File: src/rtl/edge_detect_mc.sv
// Multi-channel edge detector: synchroniser, glitch filter, rise/fall/event pulses, sticky flags, irq.
// Optional per-channel saturating event counters when EDGE_DETECT_MC_EVT_CNT_EN is defined.
module edge_detect_mc #(
    parameter int unsigned CH          = 8,
    parameter int unsigned SYNC_STAGES = 2,
    parameter int unsigned FILT_W      = 4
) (
    input  logic                clk,
    input  logic                rst_n,
    input  logic [CH-1:0]       din,
    input  logic [2*CH-1:0]     mode,
    input  logic [FILT_W-1:0]   filt_len,
    input  logic [CH-1:0]       clr,
    output logic [CH-1:0]       level,
    output logic [CH-1:0]       rise,
    output logic [CH-1:0]       fall,
    output logic [CH-1:0]       evt,
    output logic [CH-1:0]       flag,
    output logic                irq
`ifdef EDGE_DETECT_MC_EVT_CNT_EN
    ,
    output logic [8*CH-1:0]     evt_cnt
`endif
);

    localparam int unsigned CNT_W = 8;

    logic [SYNC_STAGES-1:0][CH-1:0] sync_q, sync_d;
    logic [CH-1:0][FILT_W-1:0]      cnt_q, cnt_d;
    logic [CH-1:0]                  level_q, level_d;
    logic [CH-1:0]                  rise_q, rise_d;
    logic [CH-1:0]                  fall_q, fall_d;
    logic [CH-1:0]                  evt_q, evt_d;
    logic [CH-1:0]                  flag_q, flag_d;

    // Synchroniser shift, glitch filter, edge and event decode, sticky flags
    always_comb begin
        sync_d  = {sync_q[SYNC_STAGES-2:0], din};
        level_d = level_q;
        cnt_d   = cnt_q;
        evt_d   = '0;
        for (int i = 0; i < int'(CH); i++) begin
            if (sync_q[SYNC_STAGES-1][i] == level_q[i]) begin
                cnt_d[i] = '0;
            end else if (cnt_q[i] >= filt_len) begin
                level_d[i] = sync_q[SYNC_STAGES-1][i];
                cnt_d[i]   = '0;
            end else begin
                cnt_d[i] = cnt_q[i] + FILT_W'(1);
            end
        end
        rise_d = level_d & ~level_q;
        fall_d = ~level_d & level_q;
        for (int i = 0; i < int'(CH); i++) begin
            evt_d[i] = (rise_d[i] & mode[2*i]) | (fall_d[i] & mode[2*i+1]);
        end
        // A visible event wins over a simultaneous clear so nothing is lost
        flag_d = evt_q | (flag_q & ~clr);
    end

    always_ff @(posedge clk or negedge rst_n) begin
        if (!rst_n) begin
            sync_q  <= '0;
            cnt_q   <= '0;
            level_q <= '0;
            rise_q  <= '0;
            fall_q  <= '0;
            evt_q   <= '0;
            flag_q  <= '0;
        end else begin
            sync_q  <= sync_d;
            cnt_q   <= cnt_d;
            level_q <= level_d;
            rise_q  <= rise_d;
            fall_q  <= fall_d;
            evt_q   <= evt_d;
            flag_q  <= flag_d;
        end
    end

    assign level = level_q;
    assign rise  = rise_q;
    assign fall  = fall_q;
    assign evt   = evt_q;
    assign flag  = flag_q;
    assign irq   = |flag_q;

`ifdef EDGE_DETECT_MC_EVT_CNT_EN
    logic [CH-1:0][CNT_W-1:0] ecnt_q, ecnt_d;

    // Saturating per-channel event count; clear with a coincident event leaves 1
    always_comb begin
        ecnt_d = ecnt_q;
        for (int i = 0; i < int'(CH); i++) begin
            if (clr[i]) begin
                ecnt_d[i] = CNT_W'(evt_q[i]);
            end else if (evt_q[i] && (ecnt_q[i] != '1)) begin
                ecnt_d[i] = ecnt_q[i] + CNT_W'(1);
            end
        end
    end

    always_ff @(posedge clk or negedge rst_n) begin
        if (!rst_n) begin
            ecnt_q <= '0;
        end else begin
            ecnt_q <= ecnt_d;
        end
    end

    assign evt_cnt = ecnt_q;
`endif

endmodule
File: config.mk
export PLATFORM = sky130hd
export DESIGN_NAME = edge_detect_mc
export DESIGN_NICKNAME = d
export VERILOG_FILES = /design/src/rtl/edge_detect_mc.sv
export SDC_FILE = /design/constraint.sdc
export NUM_CORES = 1
export LEC_CHECK = 0
export ABC_AREA = 0
export CAP_MARGIN = 0
export CORE_UTILIZATION = 30
export DETAILED_ROUTE_END_ITERATION = 10
export HOLD_SLACK_MARGIN = 0.15
export SKIP_LAST_GASP = 1
export SYNTH_ARGS = -nofsm -noshare
export SYNTH_HDL_FRONTEND = slang
export SYNTH_SLANG_ARGS = --single-unit
File: constraint.sdc
create_clock -name clk -period 2.01 [get_ports clk]
set_input_delay 0.402 -clock clk [delete_from_list [all_inputs] [get_ports clk]]
set_output_delay 0.402 -clock clk [all_outputs]
set_load 0.005 [all_outputs]
Word-level counts from Yosys, hierarchy flattened
Index checks and enable logic that the tools add are counted.

Register bits: 88. Input port bits: 38. Output and inout bits: 41. Word-level logic and storage cells: 103.

Add/subtract/negate cells: 8. $lt $le $gt $ge: 8. Equal/unequal tests: 8. Mux-type cells: 32. Bitwise logic cells: 31. Reduce and logical (&&, ||, !) cells: 1.

Operators with widths (count): 4-bit two-way mux (16); 4-bit by 1-bit adder with 4-bit output (second input constant) (8); 4-bit greater-or-equal comparator (8); 8-bit bitwise AND (3); 8-bit inverter (3); 1-bit bitwise AND (16); 1-bit two-way mux (16); 1-bit equality test (8); 1-bit OR (8); 8-bit OR (1); 8-bit OR reduction (1).

Logic depth before layout (Yosys ltp)
Depth after elaboration: 7. Gate-level depth with buffers: 6. Depth with buffers taken out: 6.

Worst setup path after synthesis
OpenSTA, ideal clock, no wires.

Path type: input to register. Start: in filt_len[1]. End: reg level_q[0], in the netlist level[0]. Library setup time: 0.125 ns. Arrival: 1.621 ns. Data required time: 1.885 ns. Setup slack: 0.264 ns. Stages: 5. Path buffers: 0. Cells stage by stage: inv_1 ha_1 a2111oi_4 or2_4 mux2_4.

Word-level cells in the longest chain between the ends: 3.

Ends and longest elaborated chain: start, declared (line 12) `input logic [FILT_W-1:0] filt_len,`; 4-bit greater-or-equal comparator (line 45) `end else if (cnt_q[i] >= filt_len) begin`; 1-bit two-way mux (line 45); 1-bit two-way mux (line 43) `if (sync_q[SYNC_STAGES-1][i] == level_q[i]) begin`; named net level_d[0] (line 30) `logic [CH-1:0] level_q, level_d;`; end signal, assigned (line 73) `level_q <= level_d;`; end, declared (line 30).

The timed path passes the listed nets, and every way through them passes these cells.

Worst setup path after layout
Start: reg flag_q[6], in the netlist flag[6]. End: out irq.

Word-level cells in the longest chain between the ends: 1.

Ends and longest elaborated chain: start, declared (line 34) `logic [CH-1:0] flag_q, flag_d;`; start signal, assigned (line 77) `flag_q <= flag_d;`; 8-bit OR reduction (line 86) `assign irq = |flag_q;`; end, declared (line 19) `output logic irq`.

No other way between the ends.

==> out/metrics.csv <==
metric,value,unit
fp.dieH,120,um
synth_fp_nets,396,
fin_crit,1.83,ns
drive_above_1_share,0.216,
post-route-period-util,0.908,
wl_per_cell,13.4,um
syn_area,4180,sq um
slowest_delay,0.40,ns
fmax,548,MHz
crit_fanout,3,
drv_slew,0,
worstPathRequired,1.61,ns
drcViolationCount,0,
start_util,0.312,
synthTopCellsByArea,"dfrtp_1 (53%), ha_1 (12%), a2111oi_4 (5.3%)",
tns,0,ns
worstPathCellList,"nor4_2, buf_4, nand2_1, clkdlybuf4s15_1",
stdcell_area,5850,sq um
path_clk_slew,0.06,ns
peakVddDrop,0.000752,V
num_vias,2695,
critPathLaunchType,register,
worstSetupPathType,register to output pin,
crit_buf_inv,2,
synth_top_area_share,0.527,
cap_violations,0,
ys_warn_count,0,
synth_seq_cells,88,
grt_use_total,0.124,
routed_wirelength,8150,um
dp_slack,-0.405,ns
skew,0.00613,ns
core,13400,sq um
power_leakage,2.67,nW
dp.cells,585,
yosysSeqAreaShare,0.527,
io_pins,79,
first_pass_iters,4,
top_usage_layer,met2,
area_growth,40.0,%
numCtsBuffers,9,
antenna_left,0,
p_per_area,1080,nW/um^2
place_area,5300,sq um
cts_root_buf,clkbuf_16,
clockBufferDepth,2,
worstHoldPathType,register to register,
setup_ws,0.184,ns
antenna_found_initial,0,
cts_tree,built,
synth_largest_area_cell,dfrtp_1,
final_nets,504,
cpLargestDelayFamily,flip-flops,
overflow,0,
synth_cells,318,
fin_cells,606,
diodes,0,
worst_slew_pin_slew,0.487,ns
grt_util_met2,0.190,
synthDistinctLibCells,20,
htreeDepth,3,
slew_headroom,0.675,
use_met3,0.0356,
status,finished clean,
grt_max_degree,36,
avgSynthCellArea,13.1,sq um
std_cell_rows,42,
rsz0062_at_grt,false,
grt_pass1_wl,14000,um
end_kind,output pin,
power.total,6.35,mW
first_iter_violations,102,
setup_viol,0,
via_per_inst,4.45,
final_cell_mix,"dfrtp_1 (88), clkdlybuf4s50_1 (72), nor2_1 (32), ha_1 (27)",
finalHoldViolations,0,
gp_congestion,0.739,
port_buffers,78,
die-area,14400,sq um
insertion_delay,0.34,ns
dp_hpwl,5680,um
crit_arrival,1.42,ns
cp_slowest_cell,dfrtp_1,
grtUsageMet1,0.164,
die_w,120,um
mostFrequentLayoutCell,dfrtp_1,
numClockSinks,88,
grt_pass1_vias,2914,
[area by class of cell]
type	count	area, sq um
timing repair buffer	97	987
fill	1226	7550
clock buffer	9	225
tap	176	220
inverter	19	82.6
sequential	88	2200
clock inverter	6	70.1
multi-input combinational	211	2070
[cells by family (layout without fill, tap and decap cells)]
kind of cell,count (synthesis),count (layout),synth area share
adders and majority gates,40,40,0.120
AOI/OAI and AO/OA,40,40,0.101
and+or+nand+nor,99,99,0.157
buffers and inverters,19,131,0.0171
muxes,8,8,0.0287
DFF,88,88,0.527
xor gates and xnor gates,24,24,0.0503
[worst paths after layout]
path / slack [ns] / end / startpoint / depth (start not counted)
hold reg to reg: 0.34 / sync_q[13] / sync_d[13] / 0
setup reg to reg: 0.24 / level[0] / cnt_q[0] / 6
setup / recovery: 0.18 / irq / flag[6] / 4
hold / removal: 0.34 / sync_q[13] / sync_d[13] / 0
min in group asynchronous: 0.58 / fall[7] / rst_n / 2
max in group asynchronous: 0.90 / level[4] / rst_n / 3
[per-stage QoR]
step / hold slack, ns / utilization
floorplan: 0.106 / -
global placement: 0.332 / 0.396
detailed placement: 0.335 / 0.396
CTS: 0.340 / 0.420
global route: 0.345 / 0.437
finish: 0.339 / 0.437
[worst reg2reg max path, cell delays in order (launching register included)]
cell and delay, ns:
dfrtp_1 0.39, inv_1 0.07, ha_1 0.27, nand2b_4 0.15, a2111oi_4 0.31, or2_4 0.19, mux2_4 0.28
[state kept, by name, summed over array words and instances (netlist names)]
register  flops
cnt_q        32
evt           8
fall          8
flag          8
level         8
rise          8
sync_d        8
sync_q        8
[per-layer routing]
layer,wire [um],vias up,share of wire
li1,-,1319,-
met1,3960,1295,0.49
met2,3630,72,0.45
met3,445,9,0.055
met4,112,0,0.014
met5,0,-,0
[synthesized netlist by cell type]
| cell type | instances |
|---|---|
| ha_1 | 40 |
| or2_4 | 8 |
| nor4_1 | 2 |
| a21oi_1 | 8 |
| a21o_1 | 8 |
| mux2_4 | 8 |
| nor3b_1 | 16 |
| nand3_1 | 8 |
| and3_2 | 8 |
| o21ai_0 | 8 |
| nand3b_1 | 16 |
| nand2b_4 | 8 |
| xor2_1 | 16 |
| inv_1 | 19 |
| o21a_1 | 8 |
| nand2_1 | 1 |
| xnor2_1 | 8 |
| dfrtp_1 | 88 |
| a2111oi_4 | 8 |
| nor2_1 | 32 |
[report_power, final]
part           internal (mW)  switching (mW)  total, mW
logic                   1.39           0.806       2.20
registers               2.10           0.395       2.49
clock network          0.962           0.696       1.66
total                   4.45            1.90       6.35
[repair_timing]
action / in CTS / in global routing
hold buffers: 1 / 0
buffers inserted: 2 / 3
setup endpoints to repair: 9 / 22
pin swaps: 1 / 20
resized for setup: 3 / 23
hold endpoints to repair: 33 / 0
Power figures use the tool's default switching activity.
